[config.mk]
export PLATFORM = sky130hd
export DESIGN_NAME = mdu
export DESIGN_NICKNAME = d
export VERILOG_FILES = /design/src/rtl/mdu_pkg.sv /design/src/rtl/mdu_sign_fix.sv /design/src/rtl/mdu.sv
export SDC_FILE = /design/constraint.sdc
export NUM_CORES = 1
export LEC_CHECK = 0
export BUFFER_PORTS_ARGS = -buffer_cell sky130_fd_sc_hd__buf_2
export CAP_MARGIN = 40
export CORE_MARGIN = 3
export CORE_UTILIZATION = 55
export DETAILED_ROUTE_END_ITERATION = 10
export GPL_TIMING_DRIVEN = 0
export PLACE_DENSITY_LB_ADDON = 0.08
export SLEW_MARGIN = 20
export SYNTH_ARGS = -nofsm -noshare
export SYNTH_HDL_FRONTEND = slang
export SYNTH_HIERARCHICAL = 1
export SYNTH_SLANG_ARGS = --single-unit
[constraint.sdc]
create_clock -name clk -period 4.51 [get_ports clk]
set_input_delay 0.2255 -clock clk [delete_from_list [all_inputs] [get_ports clk]]
set_output_delay 0.2255 -clock clk [all_outputs]
set_load 0.02 [all_outputs]
[src/rtl/mdu_pkg.sv]
// Shared encodings for the multiply/divide unit.
package mdu_pkg;

  // Width of the iteration counter; wide enough for ITER up to 63.
  localparam int unsigned CNT_W = 6;

  // Operation encodings carried on the op port.
  localparam logic [1:0] OP_MULT  = 2'b00;
  localparam logic [1:0] OP_MULTU = 2'b01;
  localparam logic [1:0] OP_DIV   = 2'b10;
  localparam logic [1:0] OP_DIVU  = 2'b11;

  typedef enum logic [1:0] {
    StIdle = 2'd0,
    StCalc = 2'd1,
    StFin  = 2'd2
  } mdu_state_e;

  // MULT and DIV treat operands as two's complement; the others as unsigned.
  function automatic logic op_is_signed(input logic [1:0] op);
    return (op == OP_MULT) || (op == OP_DIV);
  endfunction

  // Divides have op[1] set.
  function automatic logic op_is_div(input logic [1:0] op);
    return op[1];
  endfunction

endpackage

[src/rtl/mdu_sign_fix.sv]
// Turns magnitude results from the iterative datapath into signed HI/LO values.
module mdu_sign_fix #(
  parameter int unsigned XLEN = 32
) (
  input  logic            is_div_i,
  input  logic            neg_a_i,
  input  logic            neg_b_i,
  input  logic            div_zero_i,
  input  logic [XLEN-1:0] mag_hi_i,
  input  logic [XLEN-1:0] mag_lo_i,
  output logic [XLEN-1:0] hi_o,
  output logic [XLEN-1:0] lo_o
);

  logic [2*XLEN-1:0] prod;

  // Negate the product, or the quotient/remainder individually, as the signs demand.
  always_comb begin
    prod = {mag_hi_i, mag_lo_i};
    hi_o = mag_hi_i;
    lo_o = mag_lo_i;
    if (is_div_i) begin
      // Remainder follows the dividend; quotient follows the sign product.
      hi_o = neg_a_i ? (~mag_hi_i + 1'b1) : mag_hi_i;
      lo_o = (neg_a_i ^ neg_b_i) ? (~mag_lo_i + 1'b1) : mag_lo_i;
      // A zero divisor yields an all-ones quotient; remainder is already the dividend.
      if (div_zero_i) begin
        lo_o = '1;
      end
    end else begin
      if (neg_a_i ^ neg_b_i) begin
        prod = ~prod + 1'b1;
      end
      hi_o = prod[2*XLEN-1:XLEN];
      lo_o = prod[XLEN-1:0];
    end
  end

endmodule

[src/rtl/mdu.sv]
// Iterative MIPS-style multiply/divide unit with HI/LO registers.
module mdu
  import mdu_pkg::*;
#(
  parameter int unsigned XLEN = 32,
  parameter int unsigned ITER = 32
) (
  input  logic            clk,
  input  logic            rst,
  input  logic            start,
  input  logic [1:0]      op,
  input  logic [XLEN-1:0] a,
  input  logic [XLEN-1:0] b,
  input  logic            mthi,
  input  logic            mtlo,
  input  logic [XLEN-1:0] wdata,
  output logic            busy,
  output logic            done,
  output logic [XLEN-1:0] hi,
  output logic [XLEN-1:0] lo
);

  mdu_state_e       state_q, state_d;
  logic [CNT_W-1:0] cnt_q, cnt_d;
  logic [1:0]       op_q, op_d;
  logic             neg_a_q, neg_a_d;
  logic             neg_b_q, neg_b_d;
  logic [XLEN-1:0]  mag_b_q, mag_b_d;
  // Upper partial: product high half / running remainder (one guard bit).
  logic [XLEN:0]    acc_hi_q, acc_hi_d;
  // Lower partial: multiplier being shifted out / quotient being shifted in.
  logic [XLEN-1:0]  acc_lo_q, acc_lo_d;
  logic             busy_q, busy_d;
  logic             done_q, done_d;
  logic [XLEN-1:0]  hi_q, hi_d;
  logic [XLEN-1:0]  lo_q, lo_d;

  logic            in_signed;
  logic            in_neg_a;
  logic            in_neg_b;
  logic [XLEN-1:0] mul_add;
  logic [XLEN:0]   mul_sum;
  logic [XLEN:0]   div_shift;
  logic [XLEN:0]   div_diff;
  logic [XLEN:0]   step_hi;
  logic [XLEN-1:0] step_lo;
  logic [XLEN-1:0] fix_hi;
  logic [XLEN-1:0] fix_lo;

  // One radix-2 step: shift-add multiply or restoring divide.
  always_comb begin
    mul_add   = acc_lo_q[0] ? mag_b_q : '0;
    mul_sum   = acc_hi_q + {1'b0, mul_add};
    div_shift = {acc_hi_q[XLEN-1:0], acc_lo_q[XLEN-1]};
    div_diff  = div_shift - {1'b0, mag_b_q};
    if (op_is_div(op_q)) begin
      // Top bit of the difference set means the trial subtraction went negative.
      if (!div_diff[XLEN]) begin
        step_hi = div_diff;
        step_lo = {acc_lo_q[XLEN-2:0], 1'b1};
      end else begin
        step_hi = div_shift;
        step_lo = {acc_lo_q[XLEN-2:0], 1'b0};
      end
    end else begin
      step_hi = {1'b0, mul_sum[XLEN:1]};
      step_lo = {mul_sum[0], acc_lo_q[XLEN-1:1]};
    end
  end

  mdu_sign_fix #(
    .XLEN(XLEN)
  ) u_sign_fix (
    .is_div_i  (op_is_div(op_q)),
    .neg_a_i   (neg_a_q),
    .neg_b_i   (neg_b_q),
    .div_zero_i(mag_b_q == '0),
    .mag_hi_i  (acc_hi_q[XLEN-1:0]),
    .mag_lo_i  (acc_lo_q),
    .hi_o      (fix_hi),
    .lo_o      (fix_lo)
  );

  // Next-state logic for the IDLE/CALC/FIN sequencer and all registered outputs.
  always_comb begin
    state_d  = state_q;
    cnt_d    = cnt_q;
    op_d     = op_q;
    neg_a_d  = neg_a_q;
    neg_b_d  = neg_b_q;
    mag_b_d  = mag_b_q;
    acc_hi_d = acc_hi_q;
    acc_lo_d = acc_lo_q;
    busy_d   = busy_q;
    done_d   = 1'b0;
    hi_d     = hi_q;
    lo_d     = lo_q;

    in_signed = op_is_signed(op);
    in_neg_a  = in_signed & a[XLEN-1];
    in_neg_b  = in_signed & b[XLEN-1];

    unique case (state_q)
      StIdle: begin
        if (start) begin
          // start has priority; a coincident mthi/mtlo is dropped.
          op_d     = op;
          neg_a_d  = in_neg_a;
          neg_b_d  = in_neg_b;
          mag_b_d  = in_neg_b ? (~b + 1'b1) : b;
          acc_hi_d = '0;
          acc_lo_d = in_neg_a ? (~a + 1'b1) : a;
          cnt_d    = CNT_W'(ITER);
          busy_d   = 1'b1;
          state_d  = StCalc;
        end else begin
          if (mthi) hi_d = wdata;
          if (mtlo) lo_d = wdata;
        end
      end
      StCalc: begin
        acc_hi_d = step_hi;
        acc_lo_d = step_lo;
        cnt_d    = cnt_q - CNT_W'(1);
        if (cnt_q <= CNT_W'(1)) begin
          state_d = StFin;
        end
      end
      StFin: begin
        hi_d    = fix_hi;
        lo_d    = fix_lo;
        done_d  = 1'b1;
        busy_d  = 1'b0;
        state_d = StIdle;
      end
      default: begin
        state_d = StIdle;
        busy_d  = 1'b0;
      end
    endcase
  end

  // State and datapath registers; reset aborts any operation in flight.
  always_ff @(posedge clk or posedge rst) begin
    if (rst) begin
      state_q  <= StIdle;
      cnt_q    <= '0;
      op_q     <= '0;
      neg_a_q  <= 1'b0;
      neg_b_q  <= 1'b0;
      mag_b_q  <= '0;
      acc_hi_q <= '0;
      acc_lo_q <= '0;
      busy_q   <= 1'b0;
      done_q   <= 1'b0;
      hi_q     <= '0;
      lo_q     <= '0;
    end else begin
      state_q  <= state_d;
      cnt_q    <= cnt_d;
      op_q     <= op_d;
      neg_a_q  <= neg_a_d;
      neg_b_q  <= neg_b_d;
      mag_b_q  <= mag_b_d;
      acc_hi_q <= acc_hi_d;
      acc_lo_q <= acc_lo_d;
      busy_q   <= busy_d;
      done_q   <= done_d;
      hi_q     <= hi_d;
      lo_q     <= lo_d;
    end
  end

  assign busy = busy_q;
  assign done = done_q;
  assign hi   = hi_q;
  assign lo   = lo_q;

endmodule
# After elaboration in Yosys (flattened, before gate mapping)
# Cells that the tools add are included.
[word_totals]
input_bits = 103
out_inout_bits = 66
regBits = 175
elab_cells = 81
[op_classes]
bitwise = 9
n_reduce_logical = 12
n_lt_le_gt_ge = 1
eq_ne = 8
n_addsub = 8
n_mux = 31
[ops]
columns = ["op", "count"]
rows = [
  ["$mux 32", 14],
  ["$pmux 32 s2", 3],
  ["$add 32x1->32 const B", 4],
  ["$not 32->32", 4],
  ["$mux 33", 3],
  ["$pmux 33 s2", 1],
  ["$add 64x1->64 const B", 1],
  ["$mux 64", 1],
  ["$not 64->64", 1],
  ["$add 33x32->33", 1],
  ["$sub 33x32->33", 1],
  ["$logic_not 32->1", 1],
  ["$pmux 6 s2", 1],
  ["$ne 2x2->1 const B", 5],
  ["$reduce_and 2->1", 4],
  ["$le 6x1->1 const B", 1],
  ["$mux 6", 1],
  ["$reduce_and 3->1", 2],
  ["$sub 6x1->6 const B", 1],
  ["$eq 2x2->1 const B", 2],
  ["$logic_not 2->1", 2],
  ["$mux 2", 2],
  ["$pmux 2 s2", 1],
  ["$reduce_bool 2->1", 2],
  ["7 further kinds", 10],
]

# Longest topological paths before layout
# Gate-level depths: netlist of run 1.
[depth]
depth_word = 6
mapped_depth = 19
ltp_nobuf = 19

# Hierarchy
# The synthesis of run 1 kept the hierarchy.
[modules_own_cells]
columns = ["module", "seq_area_each_um2", "area_per_inst_um2", "n_inst", "cells_each"]
rows = [
  ["mdu", 4354.2, 12798.5, 1, 1528],
  ["mdu_sign_fix", 0.0, 1981.9, 1, 318],
]

# Least setup slack after synthesis of run 1
# No wires, ideal clock.
[synth_timing]
kind = "register -> register"
from = "reg acc_hi_q[9]"
to = "reg acc_hi_q[30]"
setup_slack_ns = 0.511
t_required_ns = 4.384
arrival_ns = 3.873
path_stages_with_launch = 17
synth_period_minus_slack_ns = 3.999
setup_ns = 0.126
n_path_buf = 3
cell_sequence = "dfrtp_1 > ha_1 > buf_2 > and3_1 > a221oi_1 > a2bb2oi_1 > o21ai_1 > a221oi_1 > o31ai_1 > a21oi_1 > o21ai_0 > a21o_1 > ha_1 > clkbuf_1 > clkbuf_1 > a31oi_1 > a221o_1"
[synth_via]
elab_chain_cells = 4
elab_cells_between_ends = 5
classes_between = "add/sub (2); mux (3)"
[synth_rtl]
columns = ["element", "line", "rtl"]
rows = [
  ["start, declared", "mdu.sv:30", "logic [XLEN:0] acc_hi_q, acc_hi_d;"],
  ["start signal, assigned", "mdu.sv:165", "acc_hi_q <= acc_hi_d;"],
  ["$sub 33x32->33", "mdu.sv:55", "div_diff = div_shift - {1'b0, mag_b_q};"],
  ["$mux 33", "mdu.sv:58", "if (!div_diff[XLEN]) begin"],
  ["$mux 33 *", "mdu.sv:56", "if (op_is_div(op_q)) begin"],
  ["$pmux 33 s2 *", "mdu.sv:103", "unique case (state_q)"],
]
# Every way passes the cells marked *; elsewhere a longest branch is shown, timed or not.
# A chain may end at the register's enable or synchronous reset.

# Worst setup path in the final report of run 1
[layout_timing]
from = "reg acc_hi_q[16]"
to = "reg acc_hi_q[12]"
[layout_via]
elab_chain_cells = 4
[layout_rtl]
columns = ["element", "line"]
rows = [
  ["$sub 33x32->33", "mdu.sv:55"],
  ["$mux 33", "mdu.sv:58"],
  ["$mux 33", "mdu.sv:56"],
  ["$pmux 33 s2", "mdu.sv:103"],
]
# Every way passes these cells.

==> results.cfg, run 1 <==
[detailed_routing]
drt_drc_violations_left = 0
via_per_inst = 6.27
via_count = 15058
wire_per_inst_um = 20.7
totalWireLength_um = 49600
first_pass_iters = 6
antenna_left = 0
drt_iter0_drc = 1665

[worst_setup_path]
r2r_slack_ps = 190
crit_start = acc_hi_q[16]$_DFFE_PP0P_
rr_worst_depth = 16
end_kind = register
criticalPathCategory = reg2reg
crit_end = acc_hi_q[12]$_DFFE_PP0P_
start_kind = register
critPathMaxFanout = 8
r2r_start = acc_hi_q[16]$_DFFE_PP0P_
cp_data_arrival_time_ps = 4680
r2r_end = acc_hi_q[12]$_DFFE_PP0P_
crit_required_ps = 4870

[timing]
slew_violations = 0
min_period_ps = 4320
fin_crit_sh_pct = 95.8
holdWs_ps = 4.01
fmax_mhz = 231
setup_viol = 0
slew_headroom_pct = 40.3
hold_viol = 0
skew_ps = 15.3
rsz0062_at_grt = no
worstMarginPinSlew_ps = 888

[cts]
clock_sinks = 174
root_buffer = clkbuf_16
cts_max_level = 4
cts_buffers = 17
cts_tree = done
clock_path_buffers = 2
clkLatencyLatePin_ps = 450
clk_pin_slew_ps = 80

[floorplanning]
die_y_um = 170
start_util_pct = 56.4
rows = 59
ioPinCount = 169
core_um2 = 26200
die_area_um2 = 28900
die_x_um = 170

[logic_synthesis]
synth-main-ff-cell = dfrtp_1
ys_seq_elements = 174
synth_warnings = 6
synth_cell_types = 77
syn_inst = 1846
synth-seq-area-share_pct = 29.5
synth_edf_count = 0
synth.avg_cell_area_um2 = 8.01
async_flop_share_pct = 100
syn-cell-area_um2 = 14800
synth_nets = 2022

[global_routing]
grt_pass1_vias = 14066
grt_overflow = 0
grt_pass1_wl_um = 78000
antenna_found_initial = 0
grt_max_degree = 36
grt_use_total_pct = 33.9

[power_and_ir_drop]
cellLeakagePower_nw = 7.51
max-vdd-ir-drop_mv = 0.402
power_density_nw_per_um2 = 914
finalPower_w = 0.0155

[layout]
n_antenna_cell = 0
final_cell_area_um2 = 16900
drive_gt1_share_pct = 13.0
fin_nets = 2229
areaGrowthSynthToFinish_pct = 14.6
final_cell_mix = 272 x nand2_1, 212 x o21ai_0, 170 x buf_2
num-fill-cells = 2422
final_common_cell = nand2_1
finish.utilization_pct = 64.7

[placed_design]
io_buffer_count = 168
hpwl_um = 39200
place.gp.congestion = 0.965
placed_cell_area_um2 = 16200

[hold_path]
hold_class = in2reg
min_path_cells = 3

[run_status]
status = complete, no violations

[run]
drv_cap = 0
-- cell families (layout without fill, tap and decap cells) --
group           Yosys count  count (layout)  synth area share [%]
simple gates            622             622                  20.7
compound gates          572             572                  24.3
flops                   174             174                  29.5
xor+xnor                166             166                  9.84
buf+inv                 160             380                  4.08
mux                      79              79                  5.38
fa+ha+maj                73              73                  6.28
-- worst max-delay path, stage by stage, from the launching register on --
cell	delay, ps
dfrtp_2	510
ha_1	300
clkbuf_1	200
a211oi_1	280
o21bai_1	100
a211oi_1	280
o21ai_1	170
a221oi_2	350
o31ai_2	130
a21oi_1	160
o21ai_0	150
a21o_1	220
ha_2	440
clkinvlp_4	260
buf_4	210
o31a_1	320
o21ai_0	160
-- metal layers --
layer | global-route usage (%) | vias up | share of wire [%]
met5 | 0 | - | 0
met4 | 8.50 | 0 | 2.2
met3 | 7.08 | 75 | 8.4
met2 | 52.7 | 658 | 44
met1 | 48.6 | 7206 | 45
li1 | - | 7119 | -
-- worst min path at each step --
stage                                     end      start  slack [ps]
after CTS                   lo[9]$_DFFE_PP0P_   wdata[9]         0.2
after detailed placement    hi[9]$_DFFE_PP0P_        rst         360
final                       lo[3]$_DFFE_PP0P_   wdata[3]           4
after global routing       lo[20]$_DFFE_PP0P_  wdata[20]           4
after global placement      lo[8]$_DFFE_PP0P_   wdata[8]         450
after floorplan           op_q[1]$_DFFE_PP0P_      op[1]         330
-- final cells by class --
class	instances	area (um2)	share of cell area, %
Inverter	69	267	1.57
Clock buffer	17	425	2.51
Tap cell	335	419	2.47
Clock inverter	15	145	0.857
Multi-Input combinational cell	1512	9880	58.3
Timing Repair Buffer	188	1080	6.39
Buffer	91	363	2.14
Sequential cell	174	4360	25.8
-- through the flow --
step	worst slack, ps	cells	setup TNS (ps)
6_report	187	2401	0
5_1_grt	28.7	2401	0
4_1_cts	24.2	2397	0
3_5_place_dp	-1040	2356	-22270
3_3_place_gp	-977	2349	-21290
2_1_floorplan	511	1846	0
-- power by group --
part,switching [W],total (W),internal [W]
clock,0.000769,0.00151,0.000737
combinational,0.00633,0.0104,0.00405
sequential,0.00127,0.00361,0.00234
-- cells in the mapped netlist (4+ instances only) --
cell type / instances / area share (%)
nand2b_1: 20 / 0.85
and2_1: 36 / 1.5
a211oi_1: 14 / 0.71
a22oi_1: 39 / 2.0
ha_1: 71 / 6.0
mux2i_1: 75 / 5.1
mux2_2: 4 / 0.30
inv_1: 69 / 1.8
o31ai_1: 22 / 1.1
o211ai_1: 34 / 1.7
clkbuf_1: 81 / 2.1
or4_4: 6 / 0.46
a31oi_1: 22 / 0.93
or4_1: 14 / 0.71
o22ai_1: 9 / 0.38
a22o_1: 5 / 0.30
o21ai_1: 8 / 0.27
o41ai_1: 11 / 0.65
nor3b_1: 10 / 0.51
o31a_1: 4 / 0.24
nor2b_1: 10 / 0.42
nor4_1: 32 / 1.4
a221oi_1: 4 / 0.24
a21oi_1: 106 / 3.6
xor2_1: 90 / 5.3
a221o_1: 5 / 0.34
nand4_1: 9 / 0.38
dfrtp_1: 174 / 29
nor2_1: 93 / 2.4
and3_1: 11 / 0.47
a21o_1: 24 / 1.2
nand2_1: 273 / 6.9
nor3_1: 34 / 1.2
o21bai_1: 8 / 0.41
or2_2: 4 / 0.17
nand3_1: 33 / 1.1
o21a_1: 10 / 0.51
o221ai_1: 5 / 0.30
buf_1: 8 / 0.20
o21ai_0: 213 / 7.2
or3_1: 20 / 0.85
xnor2_1: 76 / 4.5
-- repair_timing --
item | CTS | global route
pin swaps | 0 | 2
setup endpoints to repair | 33 | 33
hold buffers | 9 | 0
hold endpoints to repair | 33 | 0
resized for setup | 13 | 18
buffers inserted | 0 | 3
-- state kept, by name (all words and copies together) (netlist names) --
register	flops
neg_b_q	1
neg_a_q	1
done	1
cnt_q	6
busy	1
state_q	2
acc_hi_q	33
op_q	1
hi	32
mag_b_q	32
lo	32
acc_lo_q	32
Power figures use the tool's default switching activity.
==> inputs of run 2 (changes only) <==
- ABC_AREA: default -> 1
- ABC_CLOCK_PERIOD_IN_PS: default -> 4510
- BUFFER_PORTS_ARGS: -buffer_cell sky130_fd_sc_hd__buf_2 -> -buffer_cell sky130_fd_sc_hd__clkbuf_2
- CORE_UTILIZATION: 55 -> 56
==> results.cfg, run 2 <==
[run_status]
status = complete, no violations

[timing]
slew_violations = 0
rsz0062_at_grt = no
finalSetupTns_ps = 0
fin_crit_sh_pct = 94.2
min_period_ps = 4250
skew_ps = 20.4
fin_ws_ps = 263
worstMarginPinSlew_ps = 738
fmax_mhz = 235
setup_viol = 0
slew_headroom_pct = 50.4
hold_viol = 0
holdWs_ps = 23.1

[detailed_routing]
drt_drc_violations_left = 0
first_pass_iters = 7
via_per_inst = 5.91
drt_iter0_drc = 2758
via_count = 21400
antenna_left = 0
wire_per_inst_um = 19.3
totalWireLength_um = 69800

[worst_setup_path]
criticalPathCategory = reg2reg
cp_top_family = buffers and inverters
r2r_slack_ps = 260
cp_data_arrival_time_ps = 4650
critPathBufInv = 5
critPathMaxFanout = 10
end_kind = register
crit_required_ps = 4910
slowest_stage = dfrtp_1
timing.critical_path.mode_cell = nand2_1
start_kind = register
crit_chain = inv_1 -> ha_1 -> fa_1 -> inv_1 -> nand2_1 -> nand3_1 -> nand2_1 -> nand2_2 -> nand2_1 -> nand2_1 -> nand2_1 -> a21oi_1 -> or2_1 -> ha_1 -> buf_2 -> inv_2 -> clkbuf_1 -> a21oi_1 -> nand2_1 -> nand3_1 -> nand2_1
max_stage_delay_ps = 530

[global_routing]
antenna_found_initial = 0
grt_max_degree = 35
grt_pass1_wl_um = 106000
grt_pass1_vias = 19176
grt_use_total_pct = 40.1
grt_overflow = 0

[power_and_ir_drop]
switching_share_pct = 60.5
p_clk_share_pct = 8.6
p_sw_w = 0.0113
intPower_w = 0.00736
p_seq_share_pct = 19.6
max-vdd-ir-drop_mv = 0.402
power_density_nw_per_um2 = 932
combPwrFrac_pct = 71.9
finalPower_w = 0.0186
cellLeakagePower_nw = 10.7

[logic_synthesis]
synth_cell_types = 62
ys_seq_elements = 174
synth.area.top_cells = dfrtp_1 24%, nand2_1 21%, inv_1 8.7%
syn-cell-area_um2 = 17900
synthTopCellsByCount = 993 x nand2_1, 413 x inv_1, 333 x nor2_1
synth_top_area_share_pct = 24.3
synth_warnings = 6
synth_most_common_cell = nand2_1
async_flop_share_pct = 100
synth-main-ff-cell = dfrtp_1
syn_inst = 3017
synth_nets = 3193
synth_edf_count = 0
synth.avg_cell_area_um2 = 5.93
synth-seq-area-share_pct = 24.3
yosysTopAreaCell = dfrtp_1

[cts]
cts_tree = done
root_buffer = clkbuf_16
cts_max_level = 4
clock_path_buffers = 2
clock_sinks = 174
cts_buffers = 17
clkLatencyLatePin_ps = 470
clk_pin_slew_ps = 90

[placed_design]
hpwl_um = 57200
place.gp.congestion = 1.13
dpl_worst_slack_ps = 293
io_buffer_count = 168
placed_cell_area_um2 = 19300

[floorplanning]
start_util_pct = 57.6
die_area_um2 = 34100
rows = 64
ioPinCount = 169
die_x_um = 185
die_y_um = 185
core_um2 = 31100

[layout]
largest_reg_flops = 33
final_cell_area_um2 = 20000
fin_nets = 3387
areaGrowthSynthToFinish_pct = 11.6
drive_gt1_share_pct = 11.8
top_register = acc_hi_q
final_common_cell = nand2_1
final_cell_mix = 993 x nand2_1, 412 x inv_1, 333 x nor2_1
num-fill-cells = 3020

[run]
drv_cap = 0

[hold_path]
hold_class = in2reg
## run 2: logic make-up (layout without fill, tap and decap cells)
group | Yosys count | count (layout) | synth area share (%)
AND/OR/NAND/NOR | 1698 | 1698 | 40.4
buffers and inverters | 525 | 732 | 11.7
AO/OA/AOI/OAI | 496 | 496 | 15.8
flip-flops | 174 | 174 | 24.3
adder cells (fa/ha/maj) | 73 | 73 | 5.19
XOR/XNOR | 49 | 49 | 2.40
multiplexers | 2 | 2 | 0.112
other | 0 | 1 | 0
## run 2: routing by layer
metal	GRT usage (%)	share of wire (%)	routed length, um
met1	55.4	40	28200
met3	10.7	14	9750
met4	15.6	4.1	2860
met2	60.0	42	29000
met5	0	0	0
## run 2: final timing paths
check | end | cells after the start | start
setup / recovery | acc_hi_q[28]$_DFFE_PP0P_ | 21 | acc_lo_q[31]$_DFFE_PP0P_
hold / removal | hi[22]$_DFFE_PP0P_ | 3 | wdata[22]
setup reg to reg | acc_hi_q[28]$_DFFE_PP0P_ | 21 | acc_lo_q[31]$_DFFE_PP0P_
hold reg to reg | cnt_q[5]$_DFFE_PP0P_ | 1 | cnt_q[5]$_DFFE_PP0P_
max in group asynchronous | acc_lo_q[26]$_DFFE_PP0P_ | 5 | rst
min in group asynchronous | acc_hi_q[5]$_DFFE_PP0P_ | 3 | rst
## run 2: worst reg2reg max path: stages, from the launching register on
cell and delay [ps]:
dfrtp_1 530, inv_1 230, ha_1 270, fa_1 440, inv_1 150, nand2_1 70
nand3_1 100, nand2_1 80, nand2_2 150, nand2_1 90, nand2_1 60, nand2_1 60
a21oi_1 130, or2_1 160, ha_1 230, buf_2 220, inv_2 230, clkbuf_1 460
a21oi_1 130, nand2_1 130, nand3_1 140, nand2_1 90
## run 2: power by group through the flow
stage / sequential (W) / clock [W] / combinational [W]
after floorplan: 0.00338 / 0 / 0.00878
after global placement: 0.00355 / 0 / 0.0126
after detailed placement: 0.00359 / 0 / 0.0128
after CTS: 0.00356 / 0.00159 / 0.0129
after global routing: 0.00368 / 0.00165 / 0.0146
final: 0.00364 / 0.00160 / 0.0134
## run 2: final cells by class
cell class	count	area, um2	area share [%]
inverters	430	1620	8.13
multi-input cells	2318	11400	57.3
diodes	1	2.50	0.0125
plain buffers	95	483	2.42
repair buffers	175	956	4.79
well taps	396	495	2.48
clock inverters	15	195	0.977
flip-flops and latches	174	4350	21.8
clock buffers	17	425	2.13
## run 2: through the flow
| stage | std cells | utilization (%) |
|---|---|---|
| after floorplan | 3017 | - |
| after global placement | 3581 | 61.9 |
| after detailed placement | 3586 | 62.2 |
| after CTS | 3619 | 64.3 |
| after global routing | 3620 | 64.3 |
| final | 3621 | 64.3 |
## run 2: repair_timing
action                     4_1_cts  5_1_grt
hold buffers                     1        0
setup endpoints to repair        0        1
buffers inserted                 0        0
gates resized for setup          0        2
hold endpoints to repair        15        0
